File: config.mk
export PLATFORM = sky130hd
export DESIGN_NAME = macc_csd_frame
export DESIGN_NICKNAME = d
export VERILOG_FILES = /design/src/rtl/macc_csd_frame.sv
export SDC_FILE = /design/constraint.sdc
export NUM_CORES = 1
export LEC_CHECK = 0
export CORE_MARGIN = 3
export CORE_UTILIZATION = 50
export CTS_BUF_LIST = sky130_fd_sc_hd__clkbuf_8
export DETAILED_ROUTE_END_ITERATION = 10
export PLACE_DENSITY = 0.73
export SLEW_MARGIN = 10
export SYNTH_ARGS = -nofsm -noshare
export SYNTH_HDL_FRONTEND = slang
export SYNTH_SLANG_ARGS = --single-unit
export TNS_END_PERCENT = 20
File: constraint.sdc
create_clock -name clk -period 4.1 [get_ports clk]
set_input_delay 0.615 -clock clk [delete_from_list [all_inputs] [get_ports clk]]
set_output_delay 0.615 -clock clk [all_outputs]
set_load 0.02 [all_outputs]
File: src/rtl/macc_csd_frame.sv
// Constant-coefficient MAC built from a CSD shift-add network. Samples are summed in frames
// of ACC_LEN, with optional saturation and a run-time single-bit error-injection port.
module macc_csd_frame #(
    parameter int unsigned          SIZEIN   = 16,
    parameter int unsigned          SIZEOUT  = 40,
    parameter int unsigned          NTERMS   = 3,
    parameter logic [8*NTERMS-1:0]  SHIFTS   = {8'd5, 8'd2, 8'd0},
    parameter logic [NTERMS-1:0]    SIGNS    = 3'b010,
    parameter int unsigned          ACC_LEN  = 16,
    parameter bit                   SATURATE = 1'b1
) (
    input  logic                        clk,
    input  logic                        rst_n,
    input  logic                        ce,
    input  logic                        in_valid,
    input  logic                        sload,
    input  logic signed [SIZEIN-1:0]    a,
    input  logic                        inj_en,
    input  logic [$clog2(SIZEOUT)-1:0]  inj_bit,
    output logic signed [SIZEOUT-1:0]   accum_out,
    output logic                        out_valid,
    output logic                        ovf
);

    function automatic int unsigned max_shift(input logic [63:0] sh, input int unsigned n);
        int unsigned m;
        m = 0;
        for (int unsigned i = 0; i < 8; i++) begin
            if (i < n && 32'(sh[8*i +: 8]) > m) m = 32'(sh[8*i +: 8]);
        end
        return m;
    endfunction

    localparam int unsigned PW = SIZEIN + max_shift(64'(SHIFTS), NTERMS) + 1;
    localparam int unsigned SW = SIZEOUT + 1;
    localparam int unsigned CW = $clog2(ACC_LEN + 1);
    localparam logic [SIZEOUT-1:0] ACC_MAX = {1'b0, {(SIZEOUT-1){1'b1}}};
    localparam logic [SIZEOUT-1:0] ACC_MIN = {1'b1, {(SIZEOUT-1){1'b0}}};

    if (SIZEOUT < PW) begin : g_bad_width
        $error("macc_csd_frame: SIZEOUT must be >= product width");
    end
    if (NTERMS < 1 || NTERMS > 8) begin : g_bad_nterms
        $error("macc_csd_frame: NTERMS must be 1..8");
    end
    if (ACC_LEN < 1) begin : g_bad_len
        $error("macc_csd_frame: ACC_LEN must be >= 1");
    end

    logic signed [SIZEIN-1:0]  a_r;
    logic                      v1, s1, v2, s2;
    logic signed [PW-1:0]      prod;
    logic [CW-1:0]             cnt;

    logic signed [PW-1:0]      prod_c;
    logic signed [PW-1:0]      term_c;
    logic                      start_c;
    logic signed [SIZEOUT-1:0] base_c;
    logic signed [SW-1:0]      sum_c;
    logic                      over_c;
    logic [SIZEOUT-1:0]        acc_nxt_c;
    logic                      ovf_nxt_c;
    logic [CW-1:0]             cnt_nxt_c;
    logic                      done_c;

    // Shift-add product of the registered sample
    always_comb begin
        prod_c = '0;
        term_c = '0;
        for (int unsigned i = 0; i < NTERMS; i++) begin
            term_c = PW'(a_r) <<< SHIFTS[8*i +: 8];
            if (SIGNS[i]) prod_c = prod_c - term_c;
            else          prod_c = prod_c + term_c;
        end
    end

    // A frame starts on sload, after a completed frame, or on the first sample after reset
    always_comb begin
        start_c   = s2 || (cnt == '0) || (cnt == CW'(ACC_LEN));
        base_c    = start_c ? '0 : accum_out;
        sum_c     = SW'(base_c) + SW'(prod);
        over_c    = sum_c[SW-1] ^ sum_c[SW-2];
        if (over_c && SATURATE) acc_nxt_c = sum_c[SW-1] ? ACC_MIN : ACC_MAX;
        else                    acc_nxt_c = sum_c[SIZEOUT-1:0];
        // A shift past the MSB yields a zero mask, so out-of-range indices flip nothing
        acc_nxt_c = acc_nxt_c ^ (SIZEOUT'(inj_en) << inj_bit);
        ovf_nxt_c = (start_c ? 1'b0 : ovf) | over_c;
        cnt_nxt_c = start_c ? CW'(1) : cnt + CW'(1);
        done_c    = (cnt_nxt_c == CW'(ACC_LEN));
    end

    always_ff @(posedge clk or negedge rst_n) begin
        if (!rst_n) begin
            a_r       <= '0;
            v1        <= 1'b0;
            s1        <= 1'b0;
            prod      <= '0;
            v2        <= 1'b0;
            s2        <= 1'b0;
            cnt       <= '0;
            accum_out <= '0;
            out_valid <= 1'b0;
            ovf       <= 1'b0;
        end else if (ce) begin
            a_r       <= a;
            v1        <= in_valid;
            s1        <= sload;
            prod      <= prod_c;
            v2        <= v1;
            s2        <= s1;
            out_valid <= v2 && done_c;
            if (v2) begin
                accum_out <= acc_nxt_c;
                cnt       <= cnt_nxt_c;
                ovf       <= ovf_nxt_c;
            end
        end else begin
            out_valid <= 1'b0;
        end
    end

endmodule

Word level (Yosys, flattened, before mapping)
Index checks and enable logic that the tools add are counted.

Bits in registers: 89. Output and inout port bits: 42. Word-level logic and storage cells: 31.

Add/subtract/negate cells: 4. Equal/unequal tests: 2. Shift operators: 1. Multiplexer cells: 6. Bitwise operators: 3. Reduce and logical (&&, ||, !) cells: 5.

Operators with widths (count): $mux W40 (3); $add A40 B22 Y41 (1); $shl A1 B6 Y40 (1); $xor A40 B40 Y40 (1); $add A19 B21 Y22 (1); $sub A16 B18 Y19 (1); $eq A5 B5 Y1 const B (2); $add A5 B1 Y5 const B (1); $logic_not A5 Y1 (1); $mux W5 (1); $logic_or A1 B1 Y1 (2); $mux W1 (2); $reduce_and A2 Y1 (1); $logic_and A1 B1 Y1 (1); $or A1 B1 Y1 (1); $xor A1 B1 Y1 (1).

Longest topological paths before layout
Gate-level depths: netlist of run 1.

Depth after elaboration: 8. Gate-level depth with buffers: 20. Mapped depth without buffers: 17.

Worst setup path before layout of run 1
No wires, ideal clock.

Path kind: reg2reg. Start: reg cnt[0]. End: reg accum_out[10]. Setup time: 0.133 ns. Data arrival time: 3.927 ns. Setup slack: 0.039 ns. Stages on the path, launching flop included: 21. Buffers on the path: 3. Clock period less this slack: 4.061 ns. Path through: dfrtp_1 > inv_1 > ha_1 > a21oi_1 > clkbuf_1 > clkbuf_1 > and2_1 > ha_1 > inv_1 > fa_1 > and2b_1 > o211ai_2 > a211o_1 > a21oi_2 > a211o_1 > a41o_2 > o21a_2 > buf_2 > nor2_1 > o311ai_1 > nand3_1.

Word-level cells in the longest chain between the ends: 8. Elaborated cells on any way between the ends: 10. Classes of those cells: add/sub (1); eq/ne (1); mux (3); bitwise (2); reduce/logical (3).

RTL lines: from (decl) (RTL line 53) `logic [CW-1:0] cnt;`; from (signal assigned) (RTL line 114) `cnt <= cnt_nxt_c;`; $logic_not A5 Y1 (RTL line 79) `start_c = s2 || (cnt == '0) || (cnt == CW'(ACC_LEN));`; $logic_or A1 B1 Y1 (RTL line 79); $logic_or A1 B1 Y1 * (RTL line 79); $mux W40 * (RTL line 80) `base_c = start_c ? '0 : accum_out;`; $add A40 B22 Y41 * (RTL line 81) `sum_c = SW'(base_c) + SW'(prod);`; $mux W40 or $xor A1 B1 Y1 (tied branches) (RTL line 83, 82); $mux W40 * (RTL line 83) `if (over_c && SATURATE) acc_nxt_c = sum_c[SW-1] ? ACC_MIN : ACC_MAX;`; $xor A40 B40 Y40 * (RTL line 86) `acc_nxt_c = acc_nxt_c ^ (SIZEOUT'(inj_en) << inj_bit);`; to (signal assigned) (RTL line 113) `accum_out <= acc_nxt_c;`; to (decl) (RTL line 20) `output logic signed [SIZEOUT-1:0] accum_out,`.

Every way passes the cells marked *; elsewhere a longest branch is shown, timed or not. A chain may end at the register's enable or synchronous reset.

Final worst setup path of run 1
Ends and elaborated chain as after synthesis.

==> results_dict.tcl, run 1 <==
set metrics [dict create \
    status "finished, final reports clean" \
    ys_ff_latch 89 \
    worstMarginPinSlew_ns 0.960 \
    synth_top_area_share 0.260 \
    hold_ws_ns 0.321 \
    fin_crit_ns 4.02 \
    r2r_start "cnt[0]" \
    drive_gt1_frac 0.170 \
    r2r_cells 18 \
    crit_path_end_kind "flip-flop" \
    synth_ff_type "dfrtp_1" \
    yosysWarnings 0 \
    yosysTopAreaCell "dfrtp_1" \
    antenna_left 0 \
    coreArea_mm2 0.0167 \
    die_w_um 137 \
    yosysUniqueCellTypes 85 \
    crit_chain "inv_1, ha_4, a21oi_4, buf_12, clkbuf_16, and2_1, ha_2, nand4_1, nor2_1, a211oi_2, a21oi_2, a211o_1, a41o_4, mux2_4, clkbuf_16, a211o_1, o311ai_1, nand3_1" \
    drv_cap 0 \
    design_area_mm2 0.0105 \
    syn_area_per_cell_um2 8.18 \
    cp_data_arrival_time_ns 4.29 \
    cpPeakStageDelay_ns 0.36 \
    clk-insertion-delay-late_ns 0.40 \
    io_buffer_count 69 \
    vias 8141 \
    path_clk_slew_ns 0.11 \
    io_pins 70 \
    grt_usage 0.258 \
    first_global_vias 7424 \
    synth.cell_area_mm2 0.00858 \
    critPathKind "reg2reg" \
    cpMaxStageDelayCell "dfrtp_1" \
    synthToLayoutAreaGrowth_pct 21.9 \
    rr_endpoint "accum_out[10]" \
    worst-path-max-fanout 9 \
    numCtsBuffers 9 \
    ys_seq_area_frac 0.260 \
    async_flop_share 1.00 \
    grt_overflow 0 \
    finalWirelength_um 25100 \
    clock_skew_ns 0.0184 \
    min_path_type "in2async" \
    max_slew_margin 0.360 \
    htree_levels 3 \
    drcViolationCount 0 \
    synth-edff-count 0 \
    grt_max_degree 65 \
    cts_sinks 89 \
    final_cells 1379 \
    cts_root_buf "clkbuf_8" \
    min_period_over_period 0.979 \
    cp.required_ns 4.38 \
    leakage_nw 4.68 \
    layout.nets 1260 \
    fin_tns_setup_ns 0 \
    hpwl_um 18400 \
    die_area_mm2 0.0188 \
    first_iter_violations 789 \
    cts_tree "built" \
    wl_per_cell_um 18.2 \
    slew_violations 0 \
    hold_violations 0 \
    syn_nets 1155 \
    place_inst 1338 \
    cp-start-kind "flip-flop" \
    clock.fmax_ghz 0.249 \
    antenna_found_initial 0 \
    setup_viol 0 \
    vdd_drop_max_uv 429 \
    grt_pass1_wl_um 38200 \
    rrSetupSlack_ns 0.08 \
    cts.path.max_buffers 2 \
    drt_first_pass_iters 9 \
    netlist_top_cells_area "dfrtp_1 26%, ha_1 9.5%, nand2_1 5.4%" \
    hold_buffers 0 \
    die_h_um 137 \
    drt-vias-per-instance 5.90 \
    powerDensity_mw_per_mm2 877 \
    finalWeightedCongestion 0.914 \
    start_util 0.514 \
    placed_area_mm2 0.00974 \
    rows 47 \
    syn-instance-count 1049 \
    antenna_cells 0 \
]
## stage by stage
stage	total power, mW	setup WS (ns)	util
6_report	9.17	0.0846	0.626
5_1_grt	9.81	-0.0523	0.626
4_1_cts	8.36	0.0240	0.594
3_5_place_dp	7.69	0.0562	0.583
3_3_place_gp	7.62	0.121	0.583
2_1_floorplan	5.80	0.0392	-
## placed cells by master (no fill, tap or decap), types with 24 or more instances in the layout
cell type / count
clkdlybuf4s50_1: 67
xnor2_1: 50
nand2_1: 122
and2_1: 42
inv_1: 65
o21ai_0: 69
nor3_1: 28
xor2_1: 27
nand3_1: 32
buf_4: 64
a21oi_1: 60
o21ai_1: 24
ha_1: 53
nor2_1: 65
dfrtp_1: 89
## Yosys cell counts (12+ instances only)
master and number:
nand2_1 123, nand3_1 32, mux2_2 23, a21o_1 23, nor2_1 66, ha_1 65, and2_1 43, xor2_1 28
inv_1 63, clkbuf_1 35, fa_1 13, a21oi_1 72, o21ai_1 23, nor3_1 29, dfrtp_1 89, o21ai_0 74
xnor2_1 50, nand4_1 12
## critical path, delay by kind of cell, from the launching register on
kind | cells | cell delay (ns)
compound gates | 7 | 1.68
buf+inv | 4 | 0.55
fa+ha+maj | 2 | 0.48
simple gates | 4 | 0.47
flops | 1 | 0.36
mux | 1 | 0.34
## registers in the layout, indices dropped and copies added, names as in the netlist, 5 cells and up
signal	cells
accum_out	40
cnt	5
prod	22
a_r	16
## cell families after synthesis
group,synth area share
AND/OR/NAND/NOR,0.208
AO/OA/AOI/OAI,0.234
buffers and inverters,0.0563
flip-flops,0.260
XOR/XNOR,0.0796
adder cells (fa/ha/maj),0.125
multiplexers,0.0381
## worst max-delay path by stage
stage                               end  slack [ns]  depth (start not counted)   start
after detailed placement  accum_out[32]        0.06                         18  cnt[0]
after global placement    accum_out[26]        0.12                         18  cnt[0]
final                     accum_out[10]        0.08                         18  cnt[0]
after floorplan           accum_out[10]        0.04                         20  cnt[0]
after global routing      accum_out[32]       -0.05                         18  cnt[0]
after CTS                 accum_out[32]        0.02                         18  cnt[0]
## layout make-up
class                      count  area (um^2)
clock inverter                 7         62.6
fill                        1477         6240
clock buffer                   9          124
inverter                      63          236
sequential                    89         2230
multi-input combinational    846         6110
timing repair buffer         145         1420
tap                          220          275
## what timing repair did
item                                    CTS  global route
endpoints found under the setup margin    0            40
gates resized for setup                   0            54
setup buffers                             0            19
## power breakdown
part	total [mW]	leakage [nW]	switching [mW]	internal (mW)
logic	6.99	3.50	3.79	3.21
registers	1.54	1.08	0.328	1.21
clock network	0.641	0.103	0.363	0.277
total	9.17	4.68	4.48	4.69
## layer usage
metal	up-vias	routed length, um	global-route usage
met5	-	0	0
met4	0	508	0.0665
met3	48	1550	0.0294
met2	331	11400	0.404
met1	3843	11600	0.378
li1	3919	-	-
No activity file was read; power rests on OpenSTA's default activity.
==> run 2, diff against run 1 <==
Settings changed: CORE_MARGIN 3 to 10, TNS_END_PERCENT 20 to 1.
==> results_dict.tcl, run 2 (synthesis gave the netlist of run 1 again) <==
set metrics [dict create \
    grt_overflow 0 \
    clock.fmax_ghz 0.252 \
    drive_gt1_frac 0.166 \
    status "finished, final reports clean" \
    worst_slack_ns 0.125 \
    die_w_um 151 \
    antenna_found_initial 0 \
    critPathKind "reg2reg" \
    cp_data_arrival_time_ns 4.26 \
    powerDensity_mw_per_mm2 869 \
    vdd_drop_max_uv 408 \
    clk-insertion-delay-late_ns 0.41 \
    rows 47 \
    hold_buffers 0 \
    grt_max_degree 64 \
    drt_first_pass_iters 6 \
    final_common_cell "nand2_1" \
    coreArea_mm2 0.0167 \
    min_path_type "in2async" \
    vias 8177 \
    fin_util 0.622 \
    min_period_over_period 0.970 \
    multi_input_area_mm2 0.00613 \
    place_inst 1344 \
    start_util 0.514 \
    seq_area_mm2 0.00223 \
    die_h_um 151 \
    antenna_left 0 \
    antenna_cells 0 \
    n_fill_cell 1504 \
    fin_tns_setup_ns 0 \
    cp-start-kind "flip-flop" \
    finalWeightedCongestion 0.935 \
    synthToLayoutAreaGrowth_pct 21.0 \
    wl_met1_um 11000 \
    worstMarginPinSlew_ns 0.956 \
    cp.buffers_inverters 5 \
    hpwl_um 18600 \
    wl_per_cell_um 18.6 \
    cp.required_ns 4.38 \
    final_cells 1379 \
    r2r_cells 19 \
    cpMaxStageDelayCell "dfrtp_1" \
    met2_wirelength_um 11700 \
    io_pins 70 \
    worst-path-max-fanout 8 \
    grt_pass1_wl_um 39200 \
    path_clk_slew_ns 0.10 \
    io_buffer_count 69 \
    grt_usage 0.214 \
    numCtsBuffers 9 \
    cts_root_buf "clkbuf_8" \
    crit_chain "inv_2, ha_4, a21oi_4, buf_12, buf_6, and2_1, ha_2, nand4_1, nor2_1, a211oi_2, a21oi_2, a211o_1, a41o_4, buf_12, mux2i_4, buf_6, a21oi_1, xnor2_1, o21ai_1" \
    setup_viol 0 \
    slew_violations 0 \
    drt-vias-per-instance 5.93 \
    fin_crit_ns 3.98 \
    cpPeakStageDelay_ns 0.40 \
    clock_skew_ns 0.0177 \
    cts_sinks 89 \
    route.met3.wl_um 2290 \
    cts.path.max_buffers 2 \
    hold_ws_ns 0.326 \
    max_slew_margin 0.363 \
    crit_path_end_kind "flip-flop" \
    finalWirelength_um 25600 \
    dp_slack_ns -0.102 \
    drcViolationCount 0 \
    first_iter_violations 653 \
    htree_levels 3 \
    leakage_nw 4.63 \
    layout.nets 1260 \
    cp_top_family "compound AO/OA/AOI/OAI gates" \
    reg_top3 "accum_out (40), prod (22), a_r (16)" \
    drv_cap 0 \
    first_global_vias 7729 \
    top_layer "met4" \
    regMostFlops "accum_out" \
    hold_violations 0 \
    cp.depth 19 \
    cts_tree "built" \
    die_area_mm2 0.0228 \
    largest_reg_flops 40 \
    final_cell_mix "122 x nand2_1, 89 x dfrtp_1, 71 x o21ai_0" \
]
[run 2: repair_timing]
item / in CTS / in global routing
pin swaps: 0 / 28
endpoints found under the hold margin: 0 / 0
setup endpoints to repair: 22 / 41
setup buffers: 0 / 13
resized for setup: 3 / 50
gates cloned: 1 / 5
[run 2: power breakdown]
group	leakage [nW]	switching (mW)	internal, mW
clock	0.0923	0.383	0.232
combinational	3.46	3.73	3.15
sequential	1.08	0.317	1.21
total	4.63	4.43	4.59
[run 2: through the flow]
step           total power [mW]  instance area [um^2]
2_1_floorplan              5.80                  8580
3_5_place_dp               7.65                  9760
6_report                   9.02                 10400
3_3_place_gp               7.57                  9760
5_1_grt                    9.70                 10400
4_1_cts                    8.35                  9970
[run 2: worst paths after layout]
check / from / to / slack (ns)
worst max-delay path: cnt[0] / accum_out[11] / 0.12
worst min-delay path: rst_n / cnt[0] / 0.33
worst max register to register: cnt[0] / accum_out[11] / 0.12
worst min register to register: accum_out[31] / accum_out[31] / 0.51
max in group asynchronous: rst_n / accum_out[3] / 2.90
min in group clk: accum_out[31] / accum_out[31] / 0.51
[run 2: routing by layer]
layer,vias up,track usage
li1,3925,-
met1,3859,0.284
met2,339,0.340
met3,54,0.0537
met4,0,0.0573
met5,-,0
[run 2: area by class of cell]
cell class              count  share of cell area
inverters                  63              0.0228
multi-input cells         849               0.590
clock inverters             7             0.00603
flip-flops and latches     89               0.215
clock buffers               9              0.0119
well taps                 220              0.0265
repair buffers            142               0.128
[run 2: worst reg2reg max path, delay by kind of cell (launching register included)]
kind	cells	cell delay, ns
fa+ha+maj	2	0.47
flops	1	0.40
xor+xnor	1	0.21
mux	1	0.36
compound gates	7	1.40
buf+inv	5	0.66
simple gates	3	0.36
==> run 3, diff against run 2 <==
Clock period 4.1 ns to 3.3 ns, I/O delays scaled along.
==> results_dict.tcl, run 3 (synthesis gave the netlist of run 1 again) <==
set metrics [dict create \
    grt_max_degree 58 \
    setup_viol 41 \
    crit_chain "inv_2, ha_4, a21oi_4, buf_4, clkbuf_16, and2_1, ha_1, o211ai_1, o211ai_2, a21oi_2, a2bb2oi_4, a21boi_4, o211a_4, buf_4, o21a_4, buf_12, clkbuf_16, or4_1, nand3_1" \
    drcViolationCount 0 \
    antenna_cells 0 \
    cp_data_arrival_time_ns 4.37 \
    io_buffer_count 69 \
    seq_area_mm2 0.00223 \
    grt_overflow 0 \
    clock.fmax_ghz 0.248 \
    n_fill_cell 1344 \
    grt_usage 0.231 \
    synthToLayoutAreaGrowth_pct 34.7 \
    die_h_um 151 \
    hold_violations 0 \
    leakage_nw 5.40 \
    worst_slack_ns -0.730 \
    cp.required_ns 3.64 \
    final_cell_mix "202 x buf_4, 121 x nand2_1, 89 x dfrtp_1" \
    drv_cap 0 \
    hold_ws_ns 0.0765 \
    cp_top_family "compound AO/OA/AOI/OAI gates" \
    worst-path-max-fanout 10 \
    cts_root_buf "clkbuf_8" \
    crit_path_end_kind "flip-flop" \
    start_util 0.514 \
    fin_util 0.692 \
    cpMaxStageDelayCell "or4_1" \
    cts.path.max_buffers 2 \
    cts_sinks 89 \
    first_iter_violations 723 \
    regMostFlops "accum_out" \
    cp.buffers_inverters 6 \
    finalWirelength_um 27500 \
    antenna_left 0 \
    critPathKind "reg2reg" \
    path_clk_slew_ns 0.11 \
    io_pins 70 \
    die_w_um 151 \
    violations "setup timing" \
    max_slew_margin 0.284 \
    worstMarginPinSlew_ns 1.07 \
    hpwl_um 20800 \
    min_period_over_period 1.22 \
    layout.nets 1403 \
    grt_pass1_wl_um 42400 \
    numCtsBuffers 9 \
    cpPeakStageDelay_ns 0.49 \
    first_global_vias 8376 \
    drt-vias-per-instance 5.79 \
    hold_buffers 0 \
    min_path_type "in2async" \
    cp-start-kind "flip-flop" \
    rows 47 \
    drive_gt1_frac 0.267 \
    powerDensity_mw_per_mm2 1110 \
    reg_top3 "accum_out (40), prod (22), a_r (16)" \
    drt_first_pass_iters 5 \
    vias 8799 \
    clock_skew_ns 0.0208 \
    clk-insertion-delay-late_ns 0.40 \
    cts_tree "built" \
    multi_input_area_mm2 0.00613 \
    p_total_mw 12.8 \
    final_common_cell "buf_4" \
    coreArea_mm2 0.0167 \
    slew_violations 0 \
    finalWeightedCongestion 0.942 \
    rsz0062_at_grt "true" \
    vdd_drop_max_uv 610 \
    antenna_found_initial 0 \
    largest_reg_flops 40 \
    wl_per_cell_um 18.0 \
    htree_levels 3 \
    status "complete, but fails checks" \
    die_area_mm2 0.0228 \
    fin_crit_ns 4.03 \
]
-- run 3: metal layers --
layer  GRT usage  routed length (um)  vias to the layer above
met5           0                   0                        -
met4      0.0626                 611                        0
met3      0.0433                2000                       51
met2       0.377               12800                      336
met1       0.307               12100                     4206
li1            -                   -                     4206
-- run 3: cell type report --
| cell class | instances | share of cell area |
|---|---|---|
| clock buffer | 9 | 0.0107 |
| timing repair buffer | 287 | 0.216 |
| tap | 220 | 0.0238 |
| clock inverter | 6 | 0.00595 |
| sequential | 89 | 0.193 |
| multi-input combinational | 847 | 0.531 |
| inverter | 63 | 0.0205 |
-- run 3: where the power goes --
part | internal [mW] | switching, mW | leakage, nW
Sequential | 1.50 | 0.317 | 1.08
Combinational | 5.06 | 5.17 | 4.22
Clock | 0.351 | 0.438 | 0.101
Total | 6.91 | 5.93 | 5.40
-- run 3: worst paths after layout --
| check | startpoint | endpoint | slack [ns] | depth (start not counted) |
|---|---|---|---|---|
| worst max-delay path | cnt[1] | accum_out[34] | -0.73 | 19 |
| worst min-delay path | rst_n | a_r[6] | 0.08 | 1 |
| worst max register to register | cnt[1] | accum_out[34] | -0.73 | 19 |
| worst min register to register | accum_out[31] | accum_out[31] | 0.52 | 2 |
| max in group asynchronous | rst_n | accum_out[14] | 2.57 | 2 |
| min in group clk | ce | prod[7] | 0.44 | 2 |
-- run 3: repair_timing --
item / in CTS / in global routing
pin swaps: 6 / 17
buffers inserted: 2 / 14
setup endpoints to repair: 43 / 48
hold endpoints to repair: 0 / 0
cloned: 0 / 5
gates resized for setup: 21 / 55
-- run 3: metrics by stage --
step	setup WS [ns]	setup TNS, ns	instance area [um^2]	std cells
final	-0.730	-26.79	11600	1521
after global routing	-0.860	-32.76	11600	1521
after CTS	-0.554	-20.27	11200	1502
after detailed placement	-0.674	-23.06	10900	1485
after global placement	-0.621	-21.46	10900	1485
after floorplan	-0.447	-15.16	8620	1049
